`src/rtl/alu_comparator_serial.sv`:
```
// Serial magnitude comparator: compares CHUNK bits per cycle, MSB chunk first, with a valid/ready handshake.
// Optional build macro ALU_COMPARATOR_EARLY_EXIT_EN finishes as soon as the first differing chunk is found.
module alu_comparator_serial #(
  parameter int WIDTH = 16,
  parameter int CHUNK = 4
) (
  input  logic             clk,
  input  logic             reset,
  input  logic             start_valid,
  output logic             start_ready,
  input  logic [WIDTH-1:0] a,
  input  logic [WIDTH-1:0] b,
  input  logic             signed_mode,
  output logic             result_valid,
  input  logic             result_ready,
  output logic             eq,
  output logic             greater,
  output logic             less,
  output logic             busy
);

  localparam int NCH   = (CHUNK > 0) ? (WIDTH / CHUNK) : 1;
  localparam int IDX_W = (NCH > 1) ? $clog2(NCH) : 1;
  // Flipping the sign bit maps two's-complement order onto unsigned order.
  localparam logic [WIDTH-1:0] MSB_MASK = ~({WIDTH{1'b1}} >> 1);

  generate
    if ((WIDTH <= 0) || (CHUNK <= 0) || ((WIDTH % CHUNK) != 0)) begin : g_bad_params
      $error("alu_comparator_serial: WIDTH must be a non-zero multiple of CHUNK");
    end
  endgenerate

  typedef enum logic [1:0] {
    IDLE    = 2'd0,
    COMPARE = 2'd1,
    DONE    = 2'd2
  } state_t;

  state_t             state_r, state_s;
  logic [IDX_W-1:0]   idx_r, idx_s;
  logic [WIDTH-1:0]   a_r, a_s, b_r, b_s;
  logic               eq_acc_r, eq_acc_s;
  logic               gt_acc_r, gt_acc_s;
  logic [CHUNK-1:0]   chunk_a_s, chunk_b_s;
  logic               last_s;

  logic start_ready_r, result_valid_r, busy_r, eq_r, greater_r, less_r;

  // Operands are shifted left each cycle, so the chunk under test is always the top one.
  assign chunk_a_s = a_r[WIDTH-1 -: CHUNK];
  assign chunk_b_s = b_r[WIDTH-1 -: CHUNK];

  // Decide whether the chunk being processed this cycle ends the compare.
  always_comb begin
    last_s = (idx_r == IDX_W'(0));
`ifdef ALU_COMPARATOR_EARLY_EXIT_EN
    if (eq_acc_r && (chunk_a_s != chunk_b_s)) begin
      last_s = 1'b1;
    end else begin
      last_s = (idx_r == IDX_W'(0));
    end
`endif
  end

  // Next-state, operand shift and accumulator update.
  always_comb begin
    state_s  = state_r;
    idx_s    = idx_r;
    a_s      = a_r;
    b_s      = b_r;
    eq_acc_s = eq_acc_r;
    gt_acc_s = gt_acc_r;
    case (state_r)
      IDLE: begin
        if (start_valid) begin
          state_s  = COMPARE;
          idx_s    = IDX_W'(NCH - 1);
          a_s      = a ^ (signed_mode ? MSB_MASK : {WIDTH{1'b0}});
          b_s      = b ^ (signed_mode ? MSB_MASK : {WIDTH{1'b0}});
          eq_acc_s = 1'b1;
          gt_acc_s = 1'b0;
        end else begin
          state_s = IDLE;
        end
      end
      COMPARE: begin
        a_s = a_r << CHUNK;
        b_s = b_r << CHUNK;
        if (eq_acc_r) begin
          eq_acc_s = (chunk_a_s == chunk_b_s);
          gt_acc_s = (chunk_a_s > chunk_b_s);
        end else begin
          eq_acc_s = eq_acc_r;
          gt_acc_s = gt_acc_r;
        end
        if (last_s) begin
          state_s = DONE;
        end else begin
          idx_s = idx_r - IDX_W'(1);
        end
      end
      DONE: begin
        if (result_ready) begin
          state_s = IDLE;
        end else begin
          state_s = DONE;
        end
      end
      default: begin
        state_s = IDLE;
      end
    endcase
  end

  // State, datapath and output registers; outputs are decoded from the next state.
  always_ff @(posedge clk) begin
    if (reset) begin
      state_r        <= IDLE;
      idx_r          <= IDX_W'(0);
      a_r            <= {WIDTH{1'b0}};
      b_r            <= {WIDTH{1'b0}};
      eq_acc_r       <= 1'b1;
      gt_acc_r       <= 1'b0;
      start_ready_r  <= 1'b1;
      result_valid_r <= 1'b0;
      busy_r         <= 1'b0;
      eq_r           <= 1'b0;
      greater_r      <= 1'b0;
      less_r         <= 1'b0;
    end else begin
      state_r        <= state_s;
      idx_r          <= idx_s;
      a_r            <= a_s;
      b_r            <= b_s;
      eq_acc_r       <= eq_acc_s;
      gt_acc_r       <= gt_acc_s;
      start_ready_r  <= (state_s == IDLE);
      result_valid_r <= (state_s == DONE);
      busy_r         <= (state_s == COMPARE);
      eq_r           <= (state_s == DONE) && eq_acc_s;
      greater_r      <= (state_s == DONE) && gt_acc_s;
      less_r         <= (state_s == DONE) && !eq_acc_s && !gt_acc_s;
    end
  end

  assign start_ready  = start_ready_r;
  assign result_valid = result_valid_r;
  assign busy         = busy_r;
  assign eq           = eq_r;
  assign greater      = greater_r;
  assign less         = less_r;

endmodule

```
`config.mk`:
```
export PLATFORM = sky130hd
export DESIGN_NAME = alu_comparator_serial
export DESIGN_NICKNAME = d
export VERILOG_FILES = /design/src/rtl/alu_comparator_serial.sv
export SDC_FILE = /design/constraint.sdc
export NUM_CORES = 1
export LEC_CHECK = 0
export CORE_MARGIN = 1
export CORE_UTILIZATION = 53
export DETAILED_ROUTE_END_ITERATION = 16
export GPL_TIMING_DRIVEN = 0
export PLACE_DENSITY = 0.83
export SETUP_SLACK_MARGIN = 0.4
export SLEW_MARGIN = 20
export SYNTH_ARGS = -nofsm -noshare
export SYNTH_HDL_FRONTEND = slang
export SYNTH_SLANG_ARGS = --single-unit
export TNS_END_PERCENT = 1
```
`constraint.sdc`:
```
create_clock -name clk -period 4.1 [get_ports clk]
set_input_delay 0.82 -clock clk [delete_from_list [all_inputs] [get_ports clk]]
set_output_delay 0.82 -clock clk [all_outputs]
set_load 0.02 [all_outputs]
```
; ---- Word level (Yosys, flattened, before mapping)
; Cells that the tools add are included.
[word_totals]
n_memories = 0
mem_bits_ro = 0
out_inout_bits = 6
ramBits = 0
input_bits = 37
register_bits = 44
latchBits = 0
[classes]
eq_ne = 7
mux = 18
n_bitwise = 2
n_mul = 0
n_addsub = 1
n_shift = 0
div = 0
n_reduce_logical = 12
order_cmp = 1
[ops]
columns = operator, count
row1 = 16-bit case mux with 2 select lines, 2
row2 = 16-bit two-way mux, 3
row3 = 16-bit bitwise XOR, 2
row4 = 2-bit two-way mux, 4
row5 = 2-bit logical NOT, 3
row6 = 2-bit case mux with 3 select lines, 1
row7 = 1-bit two-way mux, 5
row8 = "2-bit by 1-bit equality test with 1-bit output, second input constant", 2
row9 = "2-bit equality test, second input constant", 2
row10 = 4-bit equality test, 1
row11 = 4-bit greater-than comparator, 1
row12 = 1-bit logical AND, 4
row13 = "2-bit inequality test, second input constant", 2
row14 = 1-bit case mux with 2 select lines, 2
row15 = 2-bit case mux with 2 select lines, 1
row16 = 3-bit AND reduction, 1
row17 = 1-bit logical NOT, 2
row18 = 2-bit AND reduction, 1
row19 = 2-bit nonzero test, 1
row20 = "2-bit by 1-bit subtractor with 2-bit output, second input constant", 1

; ---- Depth between registers and ports, before layout
; Gate-level depths: netlist of run 1.
[depth]
depth_word = 6
ltp_mapped = 6

; ---- Least setup slack after synthesis of run 1
; Ideal clock, no wire load.
[synth_timing]
path_kind = input-to-reg
from = in start_valid
to = reg a_r[15]
arrival_ns = 1.458
setup_ns = 0.128
required_ns = 3.972
path_buffers = 0
setup_slack_ns = 2.514
stages = 4
path_cell_list = nor2_2 or2_4 a222oi_1 nor2_1
[synth_between]
elab_chain_cells = 2
[synth_rtl]
columns = element, line
row1 = from (decl), 9  ; input logic start_valid,
row2 = 2-bit inequality test (no line), -
row3 = 2-bit AND reduction (no line), -
row4 = to (signal assigned), 120  ; a_r <= {WIDTH{1'b0}};
row5 = to (signal assigned), 133  ; a_r <= a_s;
row6 = to (decl), 41  ; logic [WIDTH-1:0] a_r, a_s, b_r, b_s;
; No other way between the ends.
; A chain may end at the register's enable or synchronous reset.

; ---- Worst setup path in the final report of run 1
[layout_timing]
from = reg eq_r (netlist: eq)
to = out eq
[layout_lines]
columns = element, line
row1 = from (decl), 47  ; logic start_ready_r, result_valid_r, busy_r, eq_r, greater_r, less_r;
row2 = from (signal assigned), 140  ; eq_r <= (state_s == DONE) && eq_acc_s;
row3 = to (decl), 16  ; output logic eq,
; No word-level cell between the ends.

==> summary.txt, run 1 <==
Outcome: finished, final reports clean
Area of the mapped netlist: 1932 um^2
Residual DRC: 0
Post-route cell area: 2505 um^2
Commonest cells after routing, fill and taps aside: nand2_1, dfxtp_1, clkdlybuf4s50_1
Worst-Margin Slew: 533.4 ps
Commonest non-fill, non-tap cell in the layout: nand2_1
Pre-CTS setup slack: 1636 ps
Setup tns final: 0 ps
Number of synthesized flops with an enable pin: 0
Vias in the first global route: 1614
GR peak layer: met2
Critical path required time: 3280 ps
Met2 usage: 0.4258
WL final: 4292 um
CP Launch Type: flop
DR vias/cell: 5.411
Die Y: 62.38 um
Flops & latches, synth: 44
Post-Layout Cell Count: 314
Clock Latency Late Sink: 370 ps
Initial DRC count: 92
Root buffer selected by CTS: clkbuf_4
Sequential area share after synthesis: 0.4560
Clk buf depth: 2
Net Count, Synth: 260
Crit path DAT: 1290 ps
Maximum fanout along the worst path: 1
CP delay by family, top: buffers and inverters
Antenna violations before repair: 0
Slowest CP cell: clkdlybuf4s50_1
F_max: 474.4 MHz
Setup repair after global routing missed its margin: false
Nets: 309
Die area: 3891 um^2
Row count: 21
Main flop type after synthesis: dfxtp_1
Antenna viol nets, final: 0
Drt wl/cell: 13.67 um
Final hold vios: 0
Final period util: 0.5141
Post-Route Utilization: 0.7333
Die X-Extent: 62.38 um
Total track usage: 0.2379
Max-slew violation count: 0
Placer Congestion: 0.8061
HPWL Detailed: 3062 um
Total global routing overflow: 0
Share of cells above drive strength 1: 0.1157
Worst vdd ir: 251.6 uV
First-pass GRT wire length: 7176 um
CTS H-Tree Depth: 2
Core Area: 3416 um^2
Buf+Inv Stages, Crit Path: 1
Synth Instances: 218
CTS Buf Count: 5
Met3 Track Usage GR: 0.06387
CTS Hold Bufs: 0
# resized after CTS: 0
Syn. warnings: 0
Pwr/cell area: 426.7 nW/um^2
Post-synth cell types: 34
PnR worst setup slack: 1992 ps
Starting Density: 0.5656
Relative slew slack: 0.6444
Endpoints failing setup: 0
Clock skew: 12.05 ps
Setup Buffers After CTS: 0
Critical Path Sink Type: output port
Clock sink count: 44
Post-synthesis area per instance: 8.862 um^2
Post-layout minimum cycle time: 2108 ps
Area Overhead vs Synth: 29.66%
Max Cap Viol: 0
Largest net degree at the start of global routing: 14
CP peak stage delay: 590 ps
CP Cell Sequence: clkdlybuf4s50_1
Async SR Flop Fraction: 0
# diodes: 0
Worst setup path class: reg -> out
DR pass1 iterations: 4
Hold Path Class: reg -> reg
Vias: 1699
Cell count after placement: 306
Met1 usage: 0.2650
Number of buffers added on ports: 42
Worst-path clk slew: 130 ps
Num ports: 43
Leakage power total: 0.0009853 uW
TritonCTS clock tree: built
Post-DP Area: 2410 um^2
[cells by family (layout without fill, tap and decap cells)]
group,after synthesis,after routing,share of synthesized area
XOR/XNOR,2,2,0.009069
adder cells (fa/ha/maj),5,5,0.03238
buffers and inverters,26,76,0.07642
flip-flops,44,44,0.4560
AO/OA/AOI/OAI,43,43,0.1924
AND/OR/NAND/NOR,96,96,0.2228
multiplexers,2,2,0.01101
[worst reg2reg max path: cells and delay by family, from the launching register on]
family          cells  cell delay, ps
fa+ha+maj           1             270
simple gates        2             350
buf+inv             1              40
flops               1             350
compound gates      2             520
[layer usage]
metal,vias up,part of all wire
met5,-,0
met4,0,0.019
met3,9,0.049
met2,50,0.50
met1,783,0.43
li1,857,-
[report_power, final]
group | total (uW) | switching, uW | internal [uW]
logic | 266 | 139 | 127
registers | 499 | 23.2 | 476
clock network | 303 | 141 | 162
[metrics by stage]
stage / total power (uW) / hold WS [ps]
6_report: 1069 / 469.1
5_1_grt: 1121 / 511.3
4_1_cts: 1071 / 477.2
3_5_place_dp: 773.8 / 467.8
3_3_place_gp: 764.5 / 462.6
2_1_floorplan: 680.8 / 455.2
[state kept, by name, indices dropped and copies added, names as in the netlist]
register	count
a_r	16
b_r	16
idx_r	2
state_r	2
busy	1
eq	1
eq_acc_r	1
greater	1
gt_acc_r	1
less	1
result_valid	1
start_ready	1
[cell type report]
type / instances / area (um^2)
sequential: 44 / 880.8
tap: 46 / 57.56
inverter: 8 / 30.03
clock buffer: 7 / 65.06
fill: 267 / 910.9
clock inverter: 1 / 30.03
buffer: 18 / 117.6
multi-input combinational: 148 / 903.4
timing repair buffer: 42 / 420.4
[synth_stat cells, drive strengths merged (4+ instances only)]
cell / count / area [um^2]
nand2: 45 / 168.9
dfxtp: 44 / 880.8
nor2: 37 / 148.9
a311oi: 22 / 211.5
buf: 13 / 98.84
a22oi: 8 / 60.06
inv: 8 / 30.03
a21oi: 6 / 41.29
clkbuf: 5 / 18.77
ha: 5 / 62.56
nor3b: 4 / 30.03
[worst paths after layout]
kind | endpoint | slack [ps] | from | cells past startpoint
min | b_r[11] | 470 | b_r[7] | 2
max | eq | 1990 | eq | 1
max reg2reg | less | 2490 | b_r[13] | 6
min reg2reg | b_r[11] | 470 | b_r[7] | 2
(Power assumes the default switching activity.)
==> inputs of run 2 (changes only) <==
--- a/config.mk
+++ b/config.mk
@@ -6,10 +6,10 @@
 export NUM_CORES = 1
 export LEC_CHECK = 0
 export CORE_MARGIN = 1
-export CORE_UTILIZATION = 53
+export CORE_UTILIZATION = 49
 export DETAILED_ROUTE_END_ITERATION = 16
 export GPL_TIMING_DRIVEN = 0
-export PLACE_DENSITY = 0.83
+export PLACE_DENSITY = 0.78
 export SETUP_SLACK_MARGIN = 0.4
 export SLEW_MARGIN = 20
 export SYNTH_ARGS = -nofsm -noshare
==> constraint.sdc (replaced) <==
create_clock -name clk -period 2.15 [get_ports clk]
set_input_delay 0.43 -clock clk [delete_from_list [all_inputs] [get_ports clk]]
set_output_delay 0.43 -clock clk [all_outputs]
set_load 0.02 [all_outputs]
==> summary.txt, run 2 (synthesized netlist as in run 1, its figures left out) <==
TritonCTS clock tree: built
First-pass GRT wire length: 7182 um (about the same)
Worst vdd ir: 423.8 uV (+68%)
Buf+Inv Stages, Crit Path: 1 (unchanged)
Biggest regs: a_r: 16 flops, b_r: 16 flops
Vias in the first global route: 1636 (+1.4%)
Commonest non-fill, non-tap cell in the layout: nand2_1
Setup repair after global routing missed its margin: false
CP Cell Sequence: clkdlybuf4s50_1
Clock sink count: 44 (unchanged)
CP delay by family, top: buffers and inverters
Hold Path Class: reg -> reg
Drt wl/cell: 13.30 um (-2.7%)
Relative slew slack: 0.6442 (about the same)
Total global routing overflow: 0 (unchanged)
Maximum fanout along the worst path: 1 (unchanged)
Die area: 4198 um^2 (+7.9%)
Core Area: 3716 um^2 (+8.8%)
Slowest CP cell: clkdlybuf4s50_1
Clock skew: 7.375 ps (-4.674 ps)
DR vias/cell: 5.285 (-2.3%)
Worst-Margin Slew: 533.6 ps (+0.2146 ps)
Setup tns final: 0 ps (unchanged)
Largest net degree at the start of global routing: 14 (unchanged)
Critical path required time: 1720 ps (-1560 ps)
Worst setup path class: reg -> out
Share of cells above drive strength 1: 0.1194 (+0.003731)
Antenna viol nets, final: 0 (unchanged)
Die Y: 64.79 um (+3.9%)
Worst-path clk slew: 80 ps (-50 ps)
Number of buffers added on ports: 42 (unchanged)
Pwr/cell area: 845.0 nW/um^2 (+98%)
Crit path DAT: 1220 ps (-70 ps)
WL final: 4204 um (-2.1%)
Starting Density: 0.5199 (-0.04570)
Final hold vios: 0 (unchanged)
Commonest cells after routing, fill and taps aside: nand2_1, dfxtp_1, clkdlybuf4s50_1
F_max: 607.6 MHz
Final period util: 0.7655
Endpoints failing setup: 0 (unchanged)
Max Cap Viol: 0 (unchanged)
Post-route cell area: 2540 um^2 (+1.4%)
DR pass1 iterations: 4 (unchanged)
HPWL Detailed: 3078 um (+0.51%)
Critical Path Sink Type: output port
CTS Buf Count: 5 (unchanged)
Outcome: finished, final reports clean
CP Launch Type: flop
Total track usage: 0.2278 (-0.01013)
Root buffer selected by CTS: clkbuf_8
Clk buf depth: 2 (unchanged)
Antenna violations before repair: 0 (unchanged)
CP peak stage delay: 590 ps (about the same)
Initial DRC count: 104 (+13%)
Post-DP Area: 2412 um^2 (+0.10%)
Area Overhead vs Synth: 31.48%
Clock Latency Late Sink: 300 ps (-70 ps)
WHS: 478.1 ps (+8.966 ps)
Max-slew violation count: 0 (unchanged)
Placer Congestion: 0.7999 (-0.77%)
CTS H-Tree Depth: 2 (unchanged)
Total power: 2146 uW (+100%)
Leakage power total: 0.001001 uW (+1.6%)
Vias: 1670 (-1.7%)
Post-layout minimum cycle time: 1646 ps
Die X-Extent: 64.79 um (+3.9%)
# diodes: 0 (unchanged)
Num ports: 43 (unchanged)
Post-Route Utilization: 0.6835 (-0.04983)
Row count: 22 (+4.8%)
CTS Hold Bufs: 0 (unchanged)
Residual DRC: 0 (unchanged)
Nets: 309 (unchanged)
run 2: area by class of cell:
type,instances,area [um^2]
clock inverters,1,30.03
repair buffers,42,420.4
well taps,48,60.06
clock buffers,7,96.34
plain buffers,18,118.9
inverters,8,30.03
flip-flops and latches,44,880.8
fillers,326,1176
multi-input cells,148,903.4
run 2: routing by layer:
metal  track usage  share of wire  wire (um)
met3       0.05810          0.041        171
met5             0              0          0
met2        0.3997           0.48       2014
met1        0.2666           0.47       1958
met4       0.07500          0.014         59
run 2: tightest hold or removal path: cells and delay by family, from the launching register on:
kind	cells	cell delay (ps)
AO/OA/AOI/OAI	1	70
AND/OR/NAND/NOR	1	50
flip-flops	1	310
run 2: final timing paths:
| kind | startpoint | to | slack (ps) | cells past startpoint |
|---|---|---|---|---|
| setup / recovery | greater | greater | 500 | 1 |
| hold / removal | b_r[10] | b_r[14] | 480 | 2 |
| setup reg to reg | b_r[13] | less | 560 | 6 |
| hold reg to reg | b_r[10] | b_r[14] | 480 | 2 |
run 2: power breakdown:
| group | internal [uW] | switching (uW) | leakage [uW] |
|---|---|---|---|
| Sequential | 907 | 44.5 | 0.000364 |
| Clock | 410 | 283 | 0.0000645 |
| Combinational | 242 | 259 | 0.000573 |
run 2: stage by stage:
step / setup WS (ps) / instances
floorplan: 670.5 / 218
global placement: 76.94 / 308
detailed placement: 72.03 / 308
CTS: 487.8 / 316
global route: 412.9 / 316
finish: 504.3 / 316
run 2: repair_timing:
item,CTS,global route
endpoints found under the setup margin,10,0
buffers inserted,0,0
gates resized for setup,1,0
